<file path="src/rtl/id_ex_reg.sv">
// ID/EX pipeline register with load-use hazard bubble insertion, external stall hold and redirect flush.
// Optional macro ID_EX_STATS_EN adds saturating bubble/flush/stall counters.
module id_ex_reg #(
  parameter int CNT_W = 16
) (
  input  logic             clk,
  input  logic             rst,
  input  logic             id_valid,
  input  logic [31:0]      id_pc,
  input  logic [31:0]      id_ir,
  input  logic [31:0]      id_rs_data,
  input  logic [31:0]      id_rt_data,
  input  logic [31:0]      id_extdata,
  input  logic [4:0]       id_rs_addr,
  input  logic [4:0]       id_rt_addr,
  input  logic             id_use_rs,
  input  logic             id_use_rt,
  input  logic [4:0]       id_wb_addr,
  input  logic             id_regwrite,
  input  logic             id_memread,
  input  logic             id_memwrite,
  input  logic [3:0]       id_aluop,
  input  logic             flush,
  input  logic             ext_stall,
  output logic             load_use_stall,
  output logic             ex_valid,
  output logic [31:0]      ex_pc,
  output logic [31:0]      ex_ir,
  output logic [31:0]      ex_rs_data,
  output logic [31:0]      ex_rt_data,
  output logic [31:0]      ex_extdata,
  output logic [4:0]       ex_rs_addr,
  output logic [4:0]       ex_rt_addr,
  output logic [4:0]       ex_wb_addr,
  output logic             ex_regwrite,
  output logic             ex_memread,
  output logic             ex_memwrite,
  output logic [3:0]       ex_aluop
`ifdef ID_EX_STATS_EN
  ,
  output logic [CNT_W-1:0] bubble_cnt,
  output logic [CNT_W-1:0] flush_cnt,
  output logic [CNT_W-1:0] stall_cnt
`endif
);

  typedef struct packed {
    logic        valid;
    logic [31:0] pc;
    logic [31:0] ir;
    logic [31:0] rs_data;
    logic [31:0] rt_data;
    logic [31:0] extdata;
    logic [4:0]  rs_addr;
    logic [4:0]  rt_addr;
    logic [4:0]  wb_addr;
    logic        regwrite;
    logic        memread;
    logic        memwrite;
    logic [3:0]  aluop;
  } ex_bundle_t;

  ex_bundle_t bundle_q, bundle_d, id_bundle;
  logic       hazard;
  logic       rs_match, rt_match;

  assign id_bundle = '{valid: id_valid, pc: id_pc, ir: id_ir, rs_data: id_rs_data,
                       rt_data: id_rt_data, extdata: id_extdata, rs_addr: id_rs_addr,
                       rt_addr: id_rt_addr, wb_addr: id_wb_addr, regwrite: id_regwrite,
                       memread: id_memread, memwrite: id_memwrite, aluop: id_aluop};

  assign rs_match = id_use_rs && (id_rs_addr == bundle_q.wb_addr);
  assign rt_match = id_use_rt && (id_rt_addr == bundle_q.wb_addr);
  assign hazard   = bundle_q.valid && bundle_q.memread && id_valid &&
                    (bundle_q.wb_addr != 5'd0) && (rs_match || rt_match);

  // Never hold upstream against an instruction that is being killed or frozen anyway.
  assign load_use_stall = hazard && !flush && !ext_stall;

  always_comb begin
    bundle_d = bundle_q;
    if (flush)          bundle_d = '0;
    else if (ext_stall) bundle_d = bundle_q;
    else if (hazard)    bundle_d = '0;
    else                bundle_d = id_bundle;
  end

  always_ff @(posedge clk or posedge rst) begin
    if (rst) bundle_q <= '0;
    else     bundle_q <= bundle_d;
  end

  assign ex_valid    = bundle_q.valid;
  assign ex_pc       = bundle_q.pc;
  assign ex_ir       = bundle_q.ir;
  assign ex_rs_data  = bundle_q.rs_data;
  assign ex_rt_data  = bundle_q.rt_data;
  assign ex_extdata  = bundle_q.extdata;
  assign ex_rs_addr  = bundle_q.rs_addr;
  assign ex_rt_addr  = bundle_q.rt_addr;
  assign ex_wb_addr  = bundle_q.wb_addr;
  assign ex_regwrite = bundle_q.regwrite;
  assign ex_memread  = bundle_q.memread;
  assign ex_memwrite = bundle_q.memwrite;
  assign ex_aluop    = bundle_q.aluop;

`ifdef ID_EX_STATS_EN
  logic [CNT_W-1:0] bubble_cnt_q, flush_cnt_q, stall_cnt_q;

  always_ff @(posedge clk or posedge rst) begin
    if (rst) begin
      bubble_cnt_q <= '0;
      flush_cnt_q  <= '0;
      stall_cnt_q  <= '0;
    end else if (flush) begin
      if (flush_cnt_q != '1) flush_cnt_q <= flush_cnt_q + 1'b1;
    end else if (ext_stall) begin
      if (stall_cnt_q != '1) stall_cnt_q <= stall_cnt_q + 1'b1;
    end else if (hazard) begin
      if (bubble_cnt_q != '1) bubble_cnt_q <= bubble_cnt_q + 1'b1;
    end
  end

  assign bubble_cnt = bubble_cnt_q;
  assign flush_cnt  = flush_cnt_q;
  assign stall_cnt  = stall_cnt_q;
`endif

endmodule

</file>
<file path="config.mk">
export PLATFORM = sky130hd
export DESIGN_NAME = id_ex_reg
export DESIGN_NICKNAME = d
export VERILOG_FILES = /design/src/rtl/id_ex_reg.sv
export SDC_FILE = /design/constraint.sdc
export NUM_CORES = 1
export LEC_CHECK = 0
export CORE_MARGIN = 8
export CORE_UTILIZATION = 25
export CTS_BUF_LIST = sky130_fd_sc_hd__clkbuf_8
export CTS_CLUSTER_SIZE = 12
export DETAILED_ROUTE_END_ITERATION = 10
export PLACE_DENSITY = 0.49
export SLEW_MARGIN = 20
export SYNTH_ARGS = -nofsm -noshare
export SYNTH_HDL_FRONTEND = slang
export SYNTH_SLANG_ARGS = --single-unit
</file>
<file path="constraint.sdc">
create_clock -name clk -period 12.4 [get_ports clk]
set_clock_uncertainty 0.1 [all_clocks]
set_input_delay 3.1 -clock clk [delete_from_list [all_inputs] [get_ports clk]]
set_output_delay 3.1 -clock clk [all_outputs]
set_load 0.005 [all_outputs]
</file>
==> results of run 1 <==
==> placed cells by master, fill, tap and decap left out, types with 6 or more instances in the layout <==
cell             count
nor3b_1            183
inv_1               97
a22oi_1             86
a32oi_1             97
clkbuf_8            21
o221ai_1            86
nand2_1             86
o21ai_1              8
xnor2_1             10
dfrtp_1            183
buf_4               14
clkinv_2             6
o21ai_0             89
clkdlybuf4s50_1    370
==> cell families after synthesis <==
logic type / Yosys count / synth area share, %
AO/OA/AOI/OAI: 368 / 27.18
XOR/XNOR: 10 / 0.8641
buffers and inverters: 237 / 9.493
flip-flops: 183 / 45.18
AND/OR/NAND/NOR: 277 / 17.28
==> per-stage QoR <==
step	hold WS, ns	total power [mW]	area [µm²]	utilization (%)	cells
after CTS	0.4258	1.599	14540	36.43	1881
final	0.4207	1.570	14540	36.44	1883
after global routing	0.4392	1.653	14540	36.43	1882
after global placement	0.3968	1.110	14090	35.31	1849
after floorplan	0.3946	0.8616	10140	-	1075
after detailed placement	0.4021	1.111	14090	35.31	1849
==> state kept, by name, indices dropped and copies added (netlist names) <==
signal	cells
ex_memread	1
ex_ir	32
ex_rs_addr	5
ex_rt_data	32
ex_regwrite	1
ex_aluop	4
ex_pc	32
ex_rt_addr	5
ex_memwrite	1
ex_extdata	32
ex_rs_data	32
ex_valid	1
ex_wb_addr	5
==> worst max-delay path, stage by stage <==
cell and delay [ns]:
clkdlybuf4s50_1 0.51, xnor2_1 0.32, nand4_1 0.14, buf_4 0.45
o22ai_4 0.56, nor4b_2 0.29, clkdlybuf4s50_1 0.59
==> cell type report <==
cell class	count	area (µm²)
Fill cell	4060	25370
Multi-Input combinational cell	655	4622
Sequential cell	183	4579
Timing Repair Buffer	387	3854
Tap cell	525	656.9
Inverter	99	380.4
Clock buffer	20	275.3
Clock inverter	12	171.4
Antenna cell	2	5.005
==> how the worst max path moves through the flow <==
stage | endpoint | slack, ns | cells past startpoint
4_1_cts | load_use_stall | 3.16 | 7
2_1_floorplan | ex_aluop[0]$_DFFE_PP0P_ | 4.23 | 1
3_3_place_gp | load_use_stall | 3.16 | 7
5_1_grt | load_use_stall | 3.06 | 7
3_5_place_dp | load_use_stall | 3.17 | 7
6_report | load_use_stall | 3.21 | 7
==> layer usage <==
layer / track usage (%) / wire (µm)
met2: 26.34 / 19090
met5: 0 / 11
met1: 22.69 / 18520
met4: 3.832 / 569
met3: 6.033 / 3428
==> synthesized netlist by cell type <==
cell type / count
dfrtp_1: 183
nor3b_1: 183
clkbuf_1: 102
inv_1: 98
a32oi_1: 97
o21ai_0: 89
nand2_1: 88
a22oi_1: 86
o221ai_1: 86
buf_4: 16
buf_1: 10
buf_2: 10
xnor2_1: 10
o21ai_1: 8
nand4_1: 2
and3_1: 1
inv_2: 1
nor2b_1: 1
nor4b_2: 1
o21ai_2: 1
o22ai_2: 1
or4_1: 1
==> power breakdown <==
| part | internal [mW] | switching [mW] | leakage (nW) |
|---|---|---|---|
| logic | 0.209 | 0.192 | 2.86 |
| clock network | 0.236 | 0.240 | 0.233 |
| registers | 0.655 | 0.0382 | 2.33 |
| total | 1.10 | 0.470 | 5.42 |
==> metrics.txt, run 1 <==
# TYPE chip_impl_metric gauge
chip_impl_metric{name="grt_pass1_wl",unit="µm"} 64500
chip_impl_metric{name="post_synthesis_to_final_layout_area_growth",unit="%"} 43.49
chip_impl_metric{name="tightestPinTransition",unit="ns"} 1.140
chip_impl_info{name="hold_class",value="register to register"} 1
chip_impl_metric{name="num_vias",unit=""} 9809
chip_impl_metric{name="cts.clk_slew.worst_paths",unit="ns"} 0.09
chip_impl_metric{name="number_of_drc_markers_in_iteration_0",unit=""} 736
chip_impl_metric{name="tritoncts.num_buffers",unit=""} 17
chip_impl_info{name="grt_setup_unrepaired",value="no"} 1
chip_impl_metric{name="final_hold_viol_count",unit=""} 0
chip_impl_metric{name="place_hpwl",unit="µm"} 25690
chip_impl_info{name="largest_cells_by_area_after_synthesis",value="dfrtp_1 (45%), nor3b_1 (14%), a32oi_1 (8.4%)"} 1
chip_impl_metric{name="total_leakage_power",unit="nW"} 5.422
chip_impl_metric{name="ctsLongestPathBuffers",unit=""} 2
chip_impl_metric{name="die_width",unit="µm"} 217.4
chip_impl_metric{name="initial_core_util",unit="%"} 25.39
chip_impl_metric{name="maxCapViolations",unit=""} 0
chip_impl_metric{name="routed_wire_length_per_instance",unit="µm"} 22.10
chip_impl_metric{name="synth_seq_area_share",unit="%"} 45.18
chip_impl_info{name="synth_area_leader_cell",value="dfrtp_1"} 1
chip_impl_info{name="critical_path.startpoint_type",value="primary input"} 1
chip_impl_info{name="crit_path_end_kind",value="output port"} 1
chip_impl_metric{name="worstPathMaxFanout",unit=""} 87
chip_impl_metric{name="rr_worst_depth",unit=""} 6
chip_impl_metric{name="post-route-min-period",unit="ns"} 9.192
chip_impl_metric{name="fin_nets",unit=""} 1532
chip_impl_metric{name="syn_avg_cell_area",unit="µm²"} 9.429
chip_impl_info{name="critical_setup_path_class",value="primary input to output port"} 1
chip_impl_metric{name="post_dr_vias_cell",unit=""} 5.209
chip_impl_metric{name="critical_path_arrival",unit="ns"} 5.99
chip_impl_metric{name="grt_max_degree",unit=""} 184
chip_impl_metric{name="mappedNetlistArea",unit="µm²"} 10140
chip_impl_metric{name="crit_required",unit="ns"} 9.20
chip_impl_metric{name="antenna_found_initial",unit=""} 3
chip_impl_metric{name="drcViolationCount",unit=""} 0
chip_impl_metric{name="tot_gr_track_use",unit="%"} 17.07
chip_impl_metric{name="drive_above_1_share",unit="%"} 4.204
chip_impl_metric{name="synth_top_area_share",unit="%"} 45.18
chip_impl_metric{name="min_period_over_period",unit="%"} 74.13
chip_impl_metric{name="die_height",unit="µm"} 217.4
chip_impl_metric{name="vias_in_the_first_global_route",unit=""} 10070
chip_impl_metric{name="num_io_pins",unit=""} 373
chip_impl_metric{name="gr-total-overflow",unit=""} 0
chip_impl_metric{name="cts.repair.resized",unit=""} 0
chip_impl_metric{name="setup-tns-final",unit="ns"} 0
chip_impl_metric{name="setup_viol_count_final",unit=""} 0
chip_impl_metric{name="power-per-cell-area",unit="nW/µm²"} 107.9
chip_impl_metric{name="place_worst_setup_slack",unit="ns"} 3.165
chip_impl_metric{name="fin_ws",unit="ns"} 3.208
chip_impl_info{name="hold-path-endpoint",value="ex_rt_addr[2]$_DFFE_PP0P_"} 1
chip_impl_metric{name="achievable-frequency",unit="GHz"} 0.1088
chip_impl_metric{name="cts_stage_hold_buffer_count",unit=""} 0
chip_impl_metric{name="gp_congestion",unit=""} 0.7626
chip_impl_metric{name="htree_levels",unit=""} 4
chip_impl_metric{name="core_area",unit="µm²"} 39910
chip_impl_metric{name="clock-sinks",unit=""} 183
chip_impl_metric{name="yosys_warnings",unit=""} 0
chip_impl_metric{name="flops_latches_synth",unit=""} 183
chip_impl_metric{name="insertion_delay",unit="ns"} 0.49
chip_impl_metric{name="buffer_ports.inserted",unit=""} 372
chip_impl_info{name="run_status",value="completed"} 1
chip_impl_info{name="hold_path_startpoint",value="ex_rt_addr[2]$_DFFE_PP0P_"} 1
chip_impl_metric{name="postSynthCellCount",unit=""} 1075
chip_impl_info{name="first_element_of_the_critical_path",value="id_rt_addr[4]"} 1
chip_impl_info{name="cts_tree",value="yes"} 1
chip_impl_info{name="clock-root-buffer",value="clkbuf_8"} 1
chip_impl_info{name="regToRegEndpoint",value="ex_ir[14]$_DFFE_PP0P_"} 1
chip_impl_metric{name="mappedNetlistNets",unit=""} 1264
chip_impl_info{name="worstReg2RegStart",value="ex_wb_addr[4]$_DFFE_PP0P_"} 1
chip_impl_metric{name="ant_nets",unit=""} 0
chip_impl_metric{name="dieArea",unit="µm²"} 47240
chip_impl_metric{name="max-vdd-ir-drop",unit="mV"} 0.06466
chip_impl_metric{name="relSlewSlack",unit="%"} 24.03
chip_impl_metric{name="worst_hold_path.num_cells",unit=""} 2
chip_impl_metric{name="slew_viol_final",unit=""} 0
chip_impl_metric{name="drt-total-wl",unit="µm"} 41620
chip_impl_metric{name="drt_first_pass_iters",unit=""} 5
chip_impl_metric{name="worst-r2r-setup-slack",unit="ns"} 9.18
chip_impl_metric{name="post_cts_setup_buffer_count",unit=""} 0
chip_impl_metric{name="floorplan.rows",unit=""} 73
chip_impl_metric{name="synth.lib_cells_used.distinct",unit=""} 22
No activity file was read; power rests on OpenSTA's default activity.
==> run 2: changes to the inputs <==
Clock period 12.4 ns to 8.9 ns, I/O delays scaled along.
==> run 2 against run 1 <==
  * Die area is the same
  * Clock power up 34%
  * Wire length up 1.6%
  * Flip-flop and latch count stayed put
  * Count of clock-buffer cells in the layout rose by 5
  * First-iteration DRC count is 9.1% higher
  * Cell area is essentially flat
  * Worst setup slack worse by 1.7 ns
  * Register-to-register slack lost 3.6 ns
  * Sequential power increased by 39%
  * Global-route usage rose by 0.084 points
  * Highest routed layer is now met4
  * Sequential share of layout area about the same
==> metrics.txt, run 2 (synthesis results as in run 1) <==
# TYPE chip_impl_metric gauge
chip_impl_info{name="run_status",value="completed"} 1
chip_impl_info{name="hold_class",value="register to register"} 1
chip_impl_metric{name="die_height",unit="µm"} 217.4
chip_impl_metric{name="num_vias",unit=""} 9940
chip_impl_metric{name="post_dr_vias_cell",unit=""} 5.273
chip_impl_info{name="most-common-layout-cells",value="clkdlybuf4s50_1 (370), nor3b_1 (183), dfrtp_1 (183), inv_1 (99), a32oi_1 (97)"} 1
chip_impl_metric{name="wl_met2",unit="µm"} 19680
chip_impl_metric{name="setup_viol_count_final",unit=""} 0
chip_impl_metric{name="min_period_over_period",unit="%"} 82.56
chip_impl_metric{name="setup-tns-final",unit="ns"} 0
chip_impl_metric{name="antenna_found_initial",unit=""} 1
chip_impl_metric{name="dieArea",unit="µm²"} 47240
chip_impl_info{name="cp_cell_sequence",value="clkdlybuf4s50_1 > xnor2_1 > nand4_1 > buf_4 > o22ai_4 > nor4b_2 > clkdlybuf4s50_1"} 1
chip_impl_metric{name="cts.repair.resized",unit=""} 0
chip_impl_info{name="timing.critical_path.slowest_stage_cell",value="o22ai_4"} 1
chip_impl_metric{name="cts_stage_hold_buffer_count",unit=""} 0
chip_impl_info{name="regToRegEndpoint",value="ex_extdata[25]$_DFFE_PP0P_"} 1
chip_impl_metric{name="htree_levels",unit=""} 4
chip_impl_metric{name="critical_path_arrival",unit="ns"} 5.02
chip_impl_metric{name="cp_num_buf_inv",unit=""} 3
chip_impl_metric{name="power-per-cell-area",unit="nW/µm²"} 149.0
chip_impl_metric{name="wirelength_met1",unit="µm"} 18470
chip_impl_metric{name="gp_congestion",unit=""} 0.7467
chip_impl_metric{name="drt-total-wl",unit="µm"} 42280
chip_impl_metric{name="final-instance-count-excl-fill",unit=""} 1885
chip_impl_metric{name="gr-total-overflow",unit=""} 0
chip_impl_metric{name="tightestPinTransition",unit="ns"} 1.082
chip_impl_metric{name="drt_first_pass_iters",unit=""} 5
chip_impl_metric{name="crit_required",unit="ns"} 6.58
chip_impl_metric{name="fin_nets",unit=""} 1535
chip_impl_metric{name="final_hold_viol_count",unit=""} 0
chip_impl_metric{name="ctsLongestPathBuffers",unit=""} 2
chip_impl_info{name="layout.cells.most_common",value="clkdlybuf4s50_1"} 1
chip_impl_metric{name="slew_viol_final",unit=""} 0
chip_impl_metric{name="total_leakage_power",unit="nW"} 5.428
chip_impl_metric{name="post-route-min-period",unit="ns"} 7.348
chip_impl_metric{name="worst_path_largest_cell_delay",unit="ns"} 0.65
chip_impl_metric{name="final_core_utilization",unit="%"} 36.43
chip_impl_metric{name="die_width",unit="µm"} 217.4
chip_impl_metric{name="ant_nets",unit=""} 0
chip_impl_metric{name="num_io_pins",unit=""} 373
chip_impl_metric{name="number_of_drc_markers_in_iteration_0",unit=""} 803
chip_impl_metric{name="initial_core_util",unit="%"} 25.39
chip_impl_metric{name="post_synthesis_to_final_layout_area_growth",unit="%"} 43.48
chip_impl_metric{name="post_cts_setup_buffer_count",unit=""} 0
chip_impl_metric{name="worst-r2r-setup-slack",unit="ns"} 5.55
chip_impl_metric{name="grt_pass1_wl",unit="µm"} 64630
chip_impl_metric{name="tritoncts.num_buffers",unit=""} 17
chip_impl_metric{name="place_hpwl",unit="µm"} 26440
chip_impl_metric{name="rr_worst_depth",unit=""} 5
chip_impl_metric{name="achievable-frequency",unit="GHz"} 0.1361
chip_impl_metric{name="vias_in_the_first_global_route",unit=""} 10020
chip_impl_info{name="critical_setup_path_class",value="primary input to output port"} 1
chip_impl_info{name="clock-root-buffer",value="clkbuf_8"} 1
chip_impl_metric{name="tot_gr_track_use",unit="%"} 17.15
chip_impl_info{name="first_element_of_the_critical_path",value="id_rs_addr[4]"} 1
chip_impl_metric{name="routed_wire_length_per_instance",unit="µm"} 22.43
chip_impl_metric{name="grt_max_degree",unit=""} 109
chip_impl_info{name="crit_path_end_kind",value="output port"} 1
chip_impl_metric{name="depth_of_the_critical_timing_path_with_buffers_and_inverters_included",unit=""} 7
chip_impl_metric{name="maxCapViolations",unit=""} 0
chip_impl_info{name="critical_path.most_common_cell",value="clkdlybuf4s50_1"} 1
chip_impl_metric{name="clock-sinks",unit=""} 183
chip_impl_metric{name="post-route-cell-area",unit="µm²"} 14540
chip_impl_metric{name="drcViolationCount",unit=""} 0
chip_impl_info{name="crit_family",value="buffers and inverters"} 1
chip_impl_metric{name="relSlewSlack",unit="%"} 27.87
chip_impl_metric{name="dpl-instance-area",unit="µm²"} 14100
chip_impl_info{name="cts_tree",value="yes"} 1
chip_impl_info{name="critical_path.startpoint_type",value="primary input"} 1
chip_impl_metric{name="buffer_ports.inserted",unit=""} 372
chip_impl_metric{name="drive_above_1_share",unit="%"} 4.268
chip_impl_metric{name="worst_hold_path.num_cells",unit=""} 2
chip_impl_info{name="crit_path_end",value="load_use_stall"} 1
chip_impl_metric{name="cts.clk_slew.worst_paths",unit="ns"} 0.08
chip_impl_info{name="worstReg2RegStart",value="ex_wb_addr[0]$_DFFE_PP0P_"} 1
chip_impl_metric{name="fill_cells",unit=""} 4029
chip_impl_metric{name="met3WireLength",unit="µm"} 3632
chip_impl_info{name="hold_path_startpoint",value="ex_rt_data[8]$_DFFE_PP0P_"} 1
chip_impl_info{name="topRoutingLayerUsed",value="met4"} 1
chip_impl_metric{name="regArea",unit="µm²"} 4579
chip_impl_metric{name="max-vdd-ir-drop",unit="mV"} 0.08477
chip_impl_metric{name="insertion_delay",unit="ns"} 0.49
chip_impl_metric{name="multiInputGateArea",unit="µm²"} 4622
chip_impl_metric{name="floorplan.rows",unit=""} 73
chip_impl_metric{name="core_area",unit="µm²"} 39910
chip_impl_metric{name="dpl.cell_count",unit=""} 1852
chip_impl_info{name="grt_setup_unrepaired",value="no"} 1
chip_impl_metric{name="worstPathMaxFanout",unit=""} 50
## run 2: changes by cell type in the layout (fill, tap and decap cells not counted)
| cell | previous run | this run |
|---|---|---|
| buf_4 | 14 | 17 |
| clkinv_4 | 1 | 2 |
| buf_12 | 1 | 0 |
| inv_1 | 97 | 99 |
| clkinv_2 | 6 | 2 |
| buf_6 | 1 | 2 |
| clkbuf_8 | 21 | 26 |
| bufinv_16 | 4 | 2 |
| inv_6 | 2 | 0 |
| diode_2 | 2 | 1 |
## run 2: where the power goes
part | total, mW | internal, mW | switching, mW
registers | 0.965 | 0.912 | 0.0532
clock network | 0.639 | 0.309 | 0.329
logic | 0.563 | 0.292 | 0.270
## run 2: worst min-delay path by stage
stage          slack (ns)                        end
4_1_cts              0.43    ex_aluop[2]$_DFFE_PP0P_
2_1_floorplan        0.39      ex_pc[12]$_DFFE_PP0P_
5_1_grt              0.46    ex_memwrite$_DFFE_PP0P_
6_report             0.42  ex_rt_data[8]$_DFFE_PP0P_
3_5_place_dp         0.40    ex_aluop[2]$_DFFE_PP0P_
3_3_place_gp         0.40  ex_rs_addr[1]$_DFFE_PP0P_
## run 2: cell type report
cell class                      count  share of cell area (%)
Antenna cell                        1                 0.01721
Tap cell                          525                   4.517
Clock inverter                      7                  0.6195
Timing Repair Buffer              390                   26.59
Multi-Input combinational cell    655                   31.78
Clock buffer                       25                   2.366
Inverter                           99                   2.616
Sequential cell                   183                   31.49
## run 2: per-stage QoR
step	setup slack, ns	power, mW	hold slack (ns)
finish	1.552	2.167	0.4193
global route	1.373	2.289	0.4562
CTS	1.520	2.209	0.4260
detailed placement	1.527	1.552	0.4031
global placement	1.502	1.551	0.3968
floorplan	1.603	1.200	0.3946
## run 2: metal layers
metal	vias up	track usage (%)
li1	4577	-
met1	4970	22.90
met2	370	26.54
met3	23	6.089
met4	0	3.381
met5	-	0
## run 2: worst register-to-register path: cells and delay by family, from the launching register on
kind	cells	cell delay [ns]
AOI/OAI and AO/OA	2	1.10
and+or+nand+nor	2	0.73
DFF	1	0.48
buffers and inverters	1	0.87
